==> config.mk <==
export PLATFORM = sky130hd
export DESIGN_NAME = cas_pair_feeder
export DESIGN_NICKNAME = d
export VERILOG_FILES = /design/src/rtl/cas_pair_feeder.sv
export SDC_FILE = /design/constraint.sdc
export NUM_CORES = 1
export LEC_CHECK = 0
export CAP_MARGIN = 20
export CORE_ASPECT_RATIO = 0.8
export CORE_MARGIN = 3
export CORE_UTILIZATION = 40
export DETAILED_ROUTE_END_ITERATION = 16
export PLACE_DENSITY = 0.7
export SLEW_MARGIN = 20
export SYNTH_ARGS = -nofsm -noshare
export SYNTH_HDL_FRONTEND = slang
export SYNTH_SLANG_ARGS = --single-unit
==> constraint.sdc <==
create_clock -name clk -period 2.69 [get_ports clk]
set_input_delay 0.6725 -clock clk [delete_from_list [all_inputs] [get_ports clk]]
set_output_delay 0.6725 -clock clk [all_outputs]
set_load 0.05 [all_outputs]
==> src/rtl/cas_pair_feeder.sv <==
// cas_pair_feeder: streams COUNT RAM elements starting at BASE two per cycle into the CAS lane pair
module cas_pair_feeder #(
   parameter int ADDRW = 10,
   parameter int WL    = 32
) (
   input  logic             clk,
   input  logic             rst,
   input  logic             ena,
   input  logic             start,
   input  logic [ADDRW-1:0] base_addr,
   input  logic [ADDRW:0]   count,
   output logic             busy,
   output logic             done,
   output logic             rd_en,
   output logic [ADDRW-1:0] rd_addr1,
   output logic [ADDRW-1:0] rd_addr2,
   input  logic [WL-1:0]    rd_data1,
   input  logic [WL-1:0]    rd_data2,
   output logic             valid1,
   output logic             valid2,
   output logic [ADDRW-1:0] index1,
   output logic [ADDRW-1:0] index2,
   output logic [WL-1:0]    value1,
   output logic [WL-1:0]    value2
);
   localparam logic [1:0] S_IDLE  = 2'd0;
   localparam logic [1:0] S_FETCH = 2'd1;
   localparam logic [1:0] S_DRAIN = 2'd2;
   localparam logic [1:0] S_DONE  = 2'd3;
   localparam logic [ADDRW+1:0] OFF_ONE = 1;
   localparam logic [ADDRW+1:0] OFF_TWO = 2;

   logic [1:0]       r_state;
   logic [ADDRW-1:0] r_base;
   logic [ADDRW:0]   r_cnt;
   logic [ADDRW+1:0] r_off;
   logic             r_s1_live, r_s1_v1, r_s1_v2;
   logic [ADDRW-1:0] r_s1_i1, r_s1_i2;
   logic             r_valid1, r_valid2;
   logic [ADDRW-1:0] r_index1, r_index2;
   logic [WL-1:0]    r_value1, r_value2;
   logic             w_fetch, w_v1, w_v2;
   logic [ADDRW+1:0] w_off1, w_off2, w_cnt;

   assign w_fetch  = r_state == S_FETCH;
   assign w_off1   = r_off + OFF_ONE;
   assign w_off2   = r_off + OFF_TWO;
   assign w_cnt    = {1'b0, r_cnt};
   assign w_v1     = w_fetch && (r_off < w_cnt);
   assign w_v2     = w_fetch && (w_off1 < w_cnt);
   assign rd_en    = w_fetch && ena;
   assign rd_addr1 = r_base + r_off[ADDRW-1:0];
   assign rd_addr2 = r_base + w_off1[ADDRW-1:0];
   assign busy     = (r_state == S_FETCH) || (r_state == S_DRAIN);
   assign done     = r_state == S_DONE;
   assign valid1   = r_valid1;
   assign valid2   = r_valid2;
   assign index1   = r_index1;
   assign index2   = r_index2;
   assign value1   = r_value1;
   assign value2   = r_value2;

   always_ff @(posedge clk) begin
      if (rst) begin
         r_state   <= S_IDLE;
         r_base    <= '0;
         r_cnt     <= '0;
         r_off     <= '0;
         r_s1_live <= 1'b0;
         r_s1_v1   <= 1'b0;
         r_s1_v2   <= 1'b0;
         r_s1_i1   <= '0;
         r_s1_i2   <= '0;
         r_valid1  <= 1'b0;
         r_valid2  <= 1'b0;
         r_index1  <= '0;
         r_index2  <= '0;
         r_value1  <= '0;
         r_value2  <= '0;
      end else if (ena) begin
         case (r_state)
            S_IDLE: if (start) begin
               r_base  <= base_addr;
               r_cnt   <= count;
               r_off   <= '0;
               r_state <= (count == '0) ? S_DONE : S_FETCH;
            end
            S_FETCH: begin
               r_off <= w_off2;
               if (w_off2 >= w_cnt) r_state <= S_DRAIN;
            end
            S_DRAIN: if (!r_s1_live) r_state <= S_DONE;
            default: r_state <= S_IDLE;
         endcase
         // tags travel alongside the RAM read so they meet the data at the output register
         r_s1_live <= w_fetch;
         r_s1_v1   <= w_v1;
         r_s1_v2   <= w_v2;
         r_s1_i1   <= w_v1 ? rd_addr1 : '0;
         r_s1_i2   <= w_v2 ? rd_addr2 : '0;
         r_valid1  <= r_s1_v1;
         r_valid2  <= r_s1_v2;
         r_index1  <= r_s1_i1;
         r_index2  <= r_s1_i2;
         r_value1  <= r_s1_v1 ? rd_data1 : '0;
         r_value2  <= r_s1_v2 ? rd_data2 : '0;
      end
   end
endmodule

* Yosys cells after proc, flatten, opt, wreduce, memory -nomap -nowiden
Index checks and enable logic that the tools add are counted.
** Word-level totals
- Bits in registers :: 144
- Input port bits :: 89
- Output and inout port bits :: 109
** Cells by class
- Add/sub/neg operators :: 4
- Order comparisons :: 3
- Equality and inequality tests :: 6
- Muxes and demuxes :: 11
- Reductions and logical operators :: 10
** Operator list (number)
- $mux W32 :: 2
- $lt A12 B11 Y1 :: 2
- $pmux W12 S2 :: 1
- $add A10 B10 Y10 :: 2
- $mux W10 :: 2
- $add A12 B1 Y12 const B :: 1
- $add A12 B2 Y12 const B :: 1
- $ge A12 B11 Y1 :: 1
- $mux W12 :: 1
- $logic_not A11 Y1 :: 1
- $mux W2 :: 4
- $pmux W2 S3 :: 1
- $reduce_and A3 Y1 :: 2
- $eq A2 B2 Y1 const B :: 2
- $ne A2 B2 Y1 const B :: 2
- $reduce_and A4 Y1 :: 1
- $logic_and A1 B1 Y1 :: 3
- $eq A2 B1 Y1 const B :: 1
- $logic_not A2 Y1 :: 1
- $ne A2 B1 Y1 const B :: 1
- $reduce_bool A2 Y1 :: 1
- $logic_or A1 B1 Y1 :: 1

* Longest topological paths before layout
- Depth in word-level cells :: 4
- Gate-level depth with buffers :: 12
- Gate-level depth less buffers :: 12

* Least setup slack after synthesis
Ideal clock, no wire load.
- Kind :: flip-flop to output port
- Start point :: register r_off[1]
- End point :: output port rd_addr2[9]
- Arrival :: 2.511 ns
- Slack :: -0.493 ns
- Stages on the path, launching flop included :: 7
- Path buffers :: 0
- Path through :: dfxtp_1 ha_1 a211oi_2 o211ai_1 a31o_2 a21oi_1 xnor2_1
** Between the ends
- Word-level cells in the longest chain between the ends :: 2
** RTL lines
- from (decl) :: line 36 : logic [ADDRW+1:0] r_off;
- from (signal assigned) :: line 89 : r_off <= w_off2;
- $add A12 B1 Y12 :: line 46 : assign w_off1 = r_off + OFF_ONE;
- $add A10 B10 Y10 :: line 53 : assign rd_addr2 = r_base + w_off1[ADDRW-1:0];
- to (decl) :: line 16 : output logic [ADDRW-1:0] rd_addr2,
Every way passes these cells.

* Worst setup path after layout
- Start point :: register r_base[6]
- End point :: output port rd_addr2[9]
** Between the ends
- Word-level cells in the longest chain between the ends :: 1
** RTL lines
- from (decl) :: line 34 : logic [ADDRW-1:0] r_base;
- from (signal assigned) :: line 83 : r_base <= base_addr;
- $add A10 B10 Y10 :: line 53
Every way passes these cells.

==> run_results.csv <==
group,metric,value,unit
pwr,swShare,0.2679,
setup_path,worstReg2RegStart,"r_off[3]",
die,ios,198,
clock_network,tritoncts,"done",
global_routing,grt_pass1_wl,30090,µm
place,dpl_cell_area,9052,µm²
yosys,yosys_warnings,0,
yosys,syn_nets,872,
pwr,p_switching,0.001468,W
routing,dr.pass1.iters,5,
place,dpl.hpwl,13090,µm
place,place_ws,0.07860,ns
setup_path,worst-path-max-fanout,3,
clock_network,htreeDepth,4,
setup_path,crit_start,"r_base[6]",
global_routing,grt_start_max_net_pins,79,
yosys,ys.flop_type,"dfxtp_1",
yosys,synth_cells,730,
timing,slew_violations,0,
timing,setup_viol,8,
setup_path,crit_type,"register to output pin",
timing,worst_pin_slew,0.6571,ns
clock_network,numCtsBuffers,17,
finish,design_area,10190,µm²
place,port_buffers,197,
pwr,power.share.clock,0.447,
routing,vias_per_cell,5.134,
die,die_w,148.9,µm
setup_path,crit_required,2.02,ns
routing,drt_iter0_drc,337,
run_status,violations,"negative setup slack",
pwr,p_leak,4.028,nW
die,die_area,17910,µm²
setup_path,arrival,2.31,ns
clock_network,clock-sinks,143,
routing,wirelength,19230,µm
min_path,hold_path_class,"register to register",
clock_network,path_clk_slew,0.06,ns
routing,final_antenna_net_count,0,
routing,drc,0,
die,dieHeight,120.3,µm
global_routing,grt_pass1_vias,5841,
flow_run,drv_cap,0,
pwr,power_density,538.2,nW/µm²
timing,layout_setup_ws,-0.2913,ns
timing,rsz0062_at_grt,"true",
global_routing,track_usage,0.2085,
timing,hold_viol,0,
yosys,synth_async_sr_flop_share,0,
timing,fmax,335.4,MHz
finish,num_antenna_cells,0,
yosys,avgSynthCellArea,8.947,µm²
finish,nets,1085,
timing,max_slew_margin,0.5604,
die,initial_utilization,0.4107,
yosys,synth_seq_area_share,0.4383,
finish,area_delta_synth_final,55.96,%
finish,drive_gt1_frac,0.1820,
die,coreArea,15900,µm²
pwr,power,0.005482,W
setup_path,start_kind,"register",
clock_network,ctsLongestPathBuffers,2,
yosys,ys_types,55,
die,row_count,41,
yosys,synth_seq_cells,143,
clock_network,worstSkewPairLatency,0.42,ns
timing,fin_crit,2.981,ns
global_routing,grt_overflow,0,
min_path,worstHoldStart,"r_cnt[5]",
timing,period_share,1.108,
yosys,synth_area,6531,µm²
pwr,pwr-share-comb,0.153,
routing,wl_per_cell,16.43,µm
clock_network,postCtsHoldBufs,0,
pwr,ir_drop,0.4630,mV
setup_path,end_kind,"output pin",
routing,vias,6012,
run_status,outcome,"finished, violations left",
pwr,share_seq_of_total_power,0.399,
yosys,synth-edff-count,0,
clock_network,cts_root_buf,"clkbuf_16",
timing,skew,0.009060,ns
global_routing,grt_antenna_before_repair,0,
place,gp_congestion,0.8580,
pwr,p_int,0.004013,W
==> Yosys cell counts (3+ instances only) <==
library cell	count	area [µm²]
ha_1	52	650.6
xnor2_1	15	131.4
a31o_2	3	26.28
a21o_1	4	30.03
or3_1	5	31.28
a21oi_1	43	215.2
nor2_1	130	488.0
dfxtp_1	143	2863
nand3_1	9	45.04
buf_2	4	20.02
o21ai_0	14	70.07
a22oi_1	87	653.1
nor3_1	4	20.02
inv_1	20	75.07
nand2_1	58	217.7
xor2_1	10	87.58
and2_1	4	25.02
mux2i_1	21	210.2
o211ai_1	6	45.04
and3_1	5	31.28
clkbuf_1	46	172.7
o31ai_1	3	22.52
a31oi_1	3	18.77
o21bai_1	4	30.03
==> sequential cells by signal, summed over array words and instances (netlist names) <==
register	count
r_s1_i1	10
r_off	11
r_cnt	11
value1	32
r_state	2
index2	10
r_s1_v2	1
r_s1_v1	1
valid1	1
r_s1_i2	10
r_base	10
value2	32
r_s1_live	1
index1	10
valid2	1
==> worst paths after layout <==
| kind | endpoint | slack [ns] | cells past startpoint |
|---|---|---|---|
| max | rd_addr2[9] | -0.29 | 7 |
| max reg2reg | r_state[0] | 0.12 | 13 |
| min reg2reg | r_cnt[5] | 0.46 | 2 |
| min | r_cnt[5] | 0.46 | 2 |
==> placed cells by master (no fill, tap or decap), types with 5 or more instances in the layout <==
cell type,n
ha_4,10
buf_12,22
inv_1,19
a21oi_1,36
o211ai_1,6
xor2_1,6
clkdlybuf4s50_1,176
nor2_1,128
dfxtp_4,7
nand3_1,8
clkbuf_16,17
o21ai_0,12
nand2_1,58
a21oi_2,6
or3_1,5
and3_1,5
a22oi_1,87
mux2i_1,21
xnor2_2,9
buf_4,49
dfxtp_2,5
ha_1,42
xnor2_1,5
dfxtp_1,131
==> stage by stage <==
step | TNS [ns] | util | std cells | hold slack (ns)
after floorplan | -0.5620 | - | 730 | 0.4363
after global placement | 0 | 0.5692 | 1115 | 0.4437
after detailed placement | 0 | 0.5692 | 1115 | 0.4470
after CTS | -0.9931 | 0.6246 | 1157 | 0.4557
after global routing | -1.699 | 0.6405 | 1171 | 0.4771
final | -1.056 | 0.6405 | 1171 | 0.4552
==> per-layer routing <==
layer	share of wire	vias up	wire [µm]	track usage
met1	0.47	2812	9024	0.2864
met3	0.071	23	1374	0.06744
met4	0.015	0	291	0.05775
li1	-	2982	-	-
met2	0.44	195	8543	0.3168
met5	0	-	0	0
==> final cells by class <==
class,instances,area (µm²)
clock buffers,18,429.2
clock inverters,14,181.4
fillers,1277,5717
inverters,21,78.83
multi-input cells,512,3751
flip-flops and latches,143,2895
well taps,215,269.0
repair buffers,248,2581
==> power by group through the flow <==
stage	Sequential (W)	Combinational [W]	Clock, W
final	0.00219	0.000840	0.00245
after global routing	0.00219	0.000902	0.00259
after CTS	0.00219	0.000813	0.00250
after detailed placement	0.00224	0.000789	0
after global placement	0.00223	0.000787	0
after floorplan	0.00228	0.000385	0
==> logic make-up after synthesis <==
logic type | count (synthesis) | synth area share
adder cells (fa/ha/maj) | 53 | 0.1027
buffers and inverters | 75 | 0.04636
AND/OR/NAND/NOR | 230 | 0.1515
flip-flops | 143 | 0.4383
multiplexers | 21 | 0.03218
XOR/XNOR | 26 | 0.03602
AO/OA/AOI/OAI | 182 | 0.1929
==> worst max-delay path, cell delays in order (launching register included) <==
cell and delay (ns):
dfxtp_2 0.34, ha_1 0.33, a21oi_2 0.20, o211ai_1 0.16, a31o_2 0.29, a21oi_2 0.19
xnor2_2 0.19, buf_12 0.18
==> repair_timing <==
item | CTS | global route
gates resized for setup | 40 | 28
buffers inserted | 10 | 15
hold endpoints to repair | 0 | 0
cloned | 0 | 0
pin swaps | 21 | 34
setup endpoints to repair | 13 | 14
Note: power is estimated with default switching activity, not from simulation.
==> patch: new RTL, same settings <==
The parameter `WL` goes from 32 to 48.
--- a/src/rtl/cas_pair_feeder.sv
+++ b/src/rtl/cas_pair_feeder.sv
@@ -3,3 +3,3 @@
    parameter int ADDRW = 10,
-   parameter int WL    = 32
+   parameter int WL    = 48
 ) (
Interface: changed (resized rd_data1, rd_data2, value1 and value2); port bits go from 198 to 262. No check against the original RTL was run, so the function may have changed too.
==> patch against the unedited design <==
- the flow still finishes with violations (setup timing)
- global-route usage is 1.2 points higher
- worst setup slack better by 0.017 ns
- synthesized area up 16%
- routed wire length rose by 22%
- synthesized cell count up 15%
- total power up 10%
- sequential cell count up 32
- final area rose by 17%
- worst hold slack better by 0.0013 ns
- combinational power is 15% higher
- critical endpoint is now rd_addr1[9]
- largest power group is now registers
==> patch: results (changes against the unedited design) <==
The checks that failed: setup timing. The standby leakage power was 4.62 nW (+15%); the number of DRC markers in iteration 0 was 467 (+39%). The total negative slack was -0.907 ns (+0.149 ns); the core area was 18300 sq um (+15%). The number of nets in the synthesized netlist came out at 1011 (+16%).

The flip-flop and latch count is 175 (+22%), and the post-synthesis to final-layout area growth is 57.1%. The tools report the arrival time of the worst setup path as 2.29 ns (-0.02 ns). The synthesized-area fraction occupied by ao, oa, aoi and oai cells is 19.8% (+0.52 points), and the count of plain and timing-repair buffers in the layout is 313 (+26%). The run gives 0.457 ns (+0.00134 ns) as the worst hold-check slack. The kind of cell adding the most delay to the critical path was buffers and inverters. Adder-cell share of the synthesized area: 8.86% (-1.4 points). The setup clock skew after layout is 0.00889 ns (-0.000168 ns), and the post-cts sizing count is 47 (+18%).

By area the synthesized netlist is led by sky130_fd_sc_hd__dfxtp_1 46%, sky130_fd_sc_hd__a22oi_1 12%, sky130_fd_sc_hd__ha_1 8.6%. The XOR/XNOR share of the synthesized area came out at 3.11% (-0.50 points). On the critical path, the stage with the largest delay is an instance of sky130_fd_sc_hd__dfxtp_4. The count of filler cells inserted in the layout was 1493 (+17%); the peak ir drop on the vdd network was 0.390 mV (-16%). The number of global-route vias before repair was 6714 (+15%); the global-route wire length before repair was 36.7 mm (+22%). The tools report the placed cell count as 1320 (+18%). The number of post-CTS setup repair buffers is 9 (-1), and the part of the Yosys area used for sequential elements is 46.3% (+2.4 points). For the remaining max-slew budget at the tightest pin, the log shows 47.8% (-8.2 points). The via density per instance came out at 5.12 (-0.28%).

The share of post-route cells with drive strength above 1 is 16.2% (-2.0 points). The tools report the number of iterations in the first detailed-routing pass as 4 (-1). The average cell area after synthesis came out at 9.05 sq um (+1.1%). The area of all sequential standard cells was 3540 sq um (+22%); the delay of the slowest cell on the worst path was 0.37 ns (+0.03 ns). Clock-cell share of area: 4.88% (-1.1 points).

The number of input and output port buffers inserted was 261 (+32%); the net switching component of the power was 0.00171 W (+17%). Global routing usage summed across all routing layers: 22.0% (+1.2 points). The logs give 4120 sq um (+9.9%) for the area used by multi-input combinational logic and -0.275 ns (+0.0166 ns) for the final worst-path setup slack.

The run gives -0.0358 ns (-0.114 ns) as the worst setup timing slack at the placement stage. Register-to-register setup slack: 0.05 ns (-0.07 ns). The run finished, with violations left. The placed instance area came out at 10800 sq um (+19%).

The tools report the count of distinct cell types in the synthesized netlist as 53 (-3.6%). The relative area of non-clock buffer cells in the final design is 27.3% (+2.0 points), and the final setup violation count is 6 (-2).
-- patch: cell types whose count changed after synthesis, sizes merged --
cell    before  now
nor2       131  163
clkbuf      46   54
a22oi       87  119
buf          7   10
dfxtp      143  175
-- patch: power groups by stage --
stage | Sequential [W] | Combinational (W) | Clock, W
after floorplan | 0.00279 | 0.000410 | 0
after global placement | 0.00273 | 0.000914 | 0
after detailed placement | 0.00273 | 0.000916 | 0
after CTS | 0.00267 | 0.000944 | 0.00249
after global routing | 0.00267 | 0.00103 | 0.00260
final | 0.00267 | 0.000963 | 0.00242
-- patch: path summary, 6_finish.rpt --
check / endpoint / depth (start not counted) / startpoint
setup / recovery: rd_addr1[9] / 8 / r_base[6]
setup reg to reg: r_state[1] / 13 / r_off[5]
hold reg to reg: r_cnt[8] / 2 / r_cnt[8]
hold / removal: r_cnt[8] / 2 / r_cnt[8]
-- patch: metal layers --
layer	track usage (%)	part of all wire, %
met1	29.5	44
met2	34.2	47
met3	7.93	8.3
met4	5.41	0.73
met5	0	0
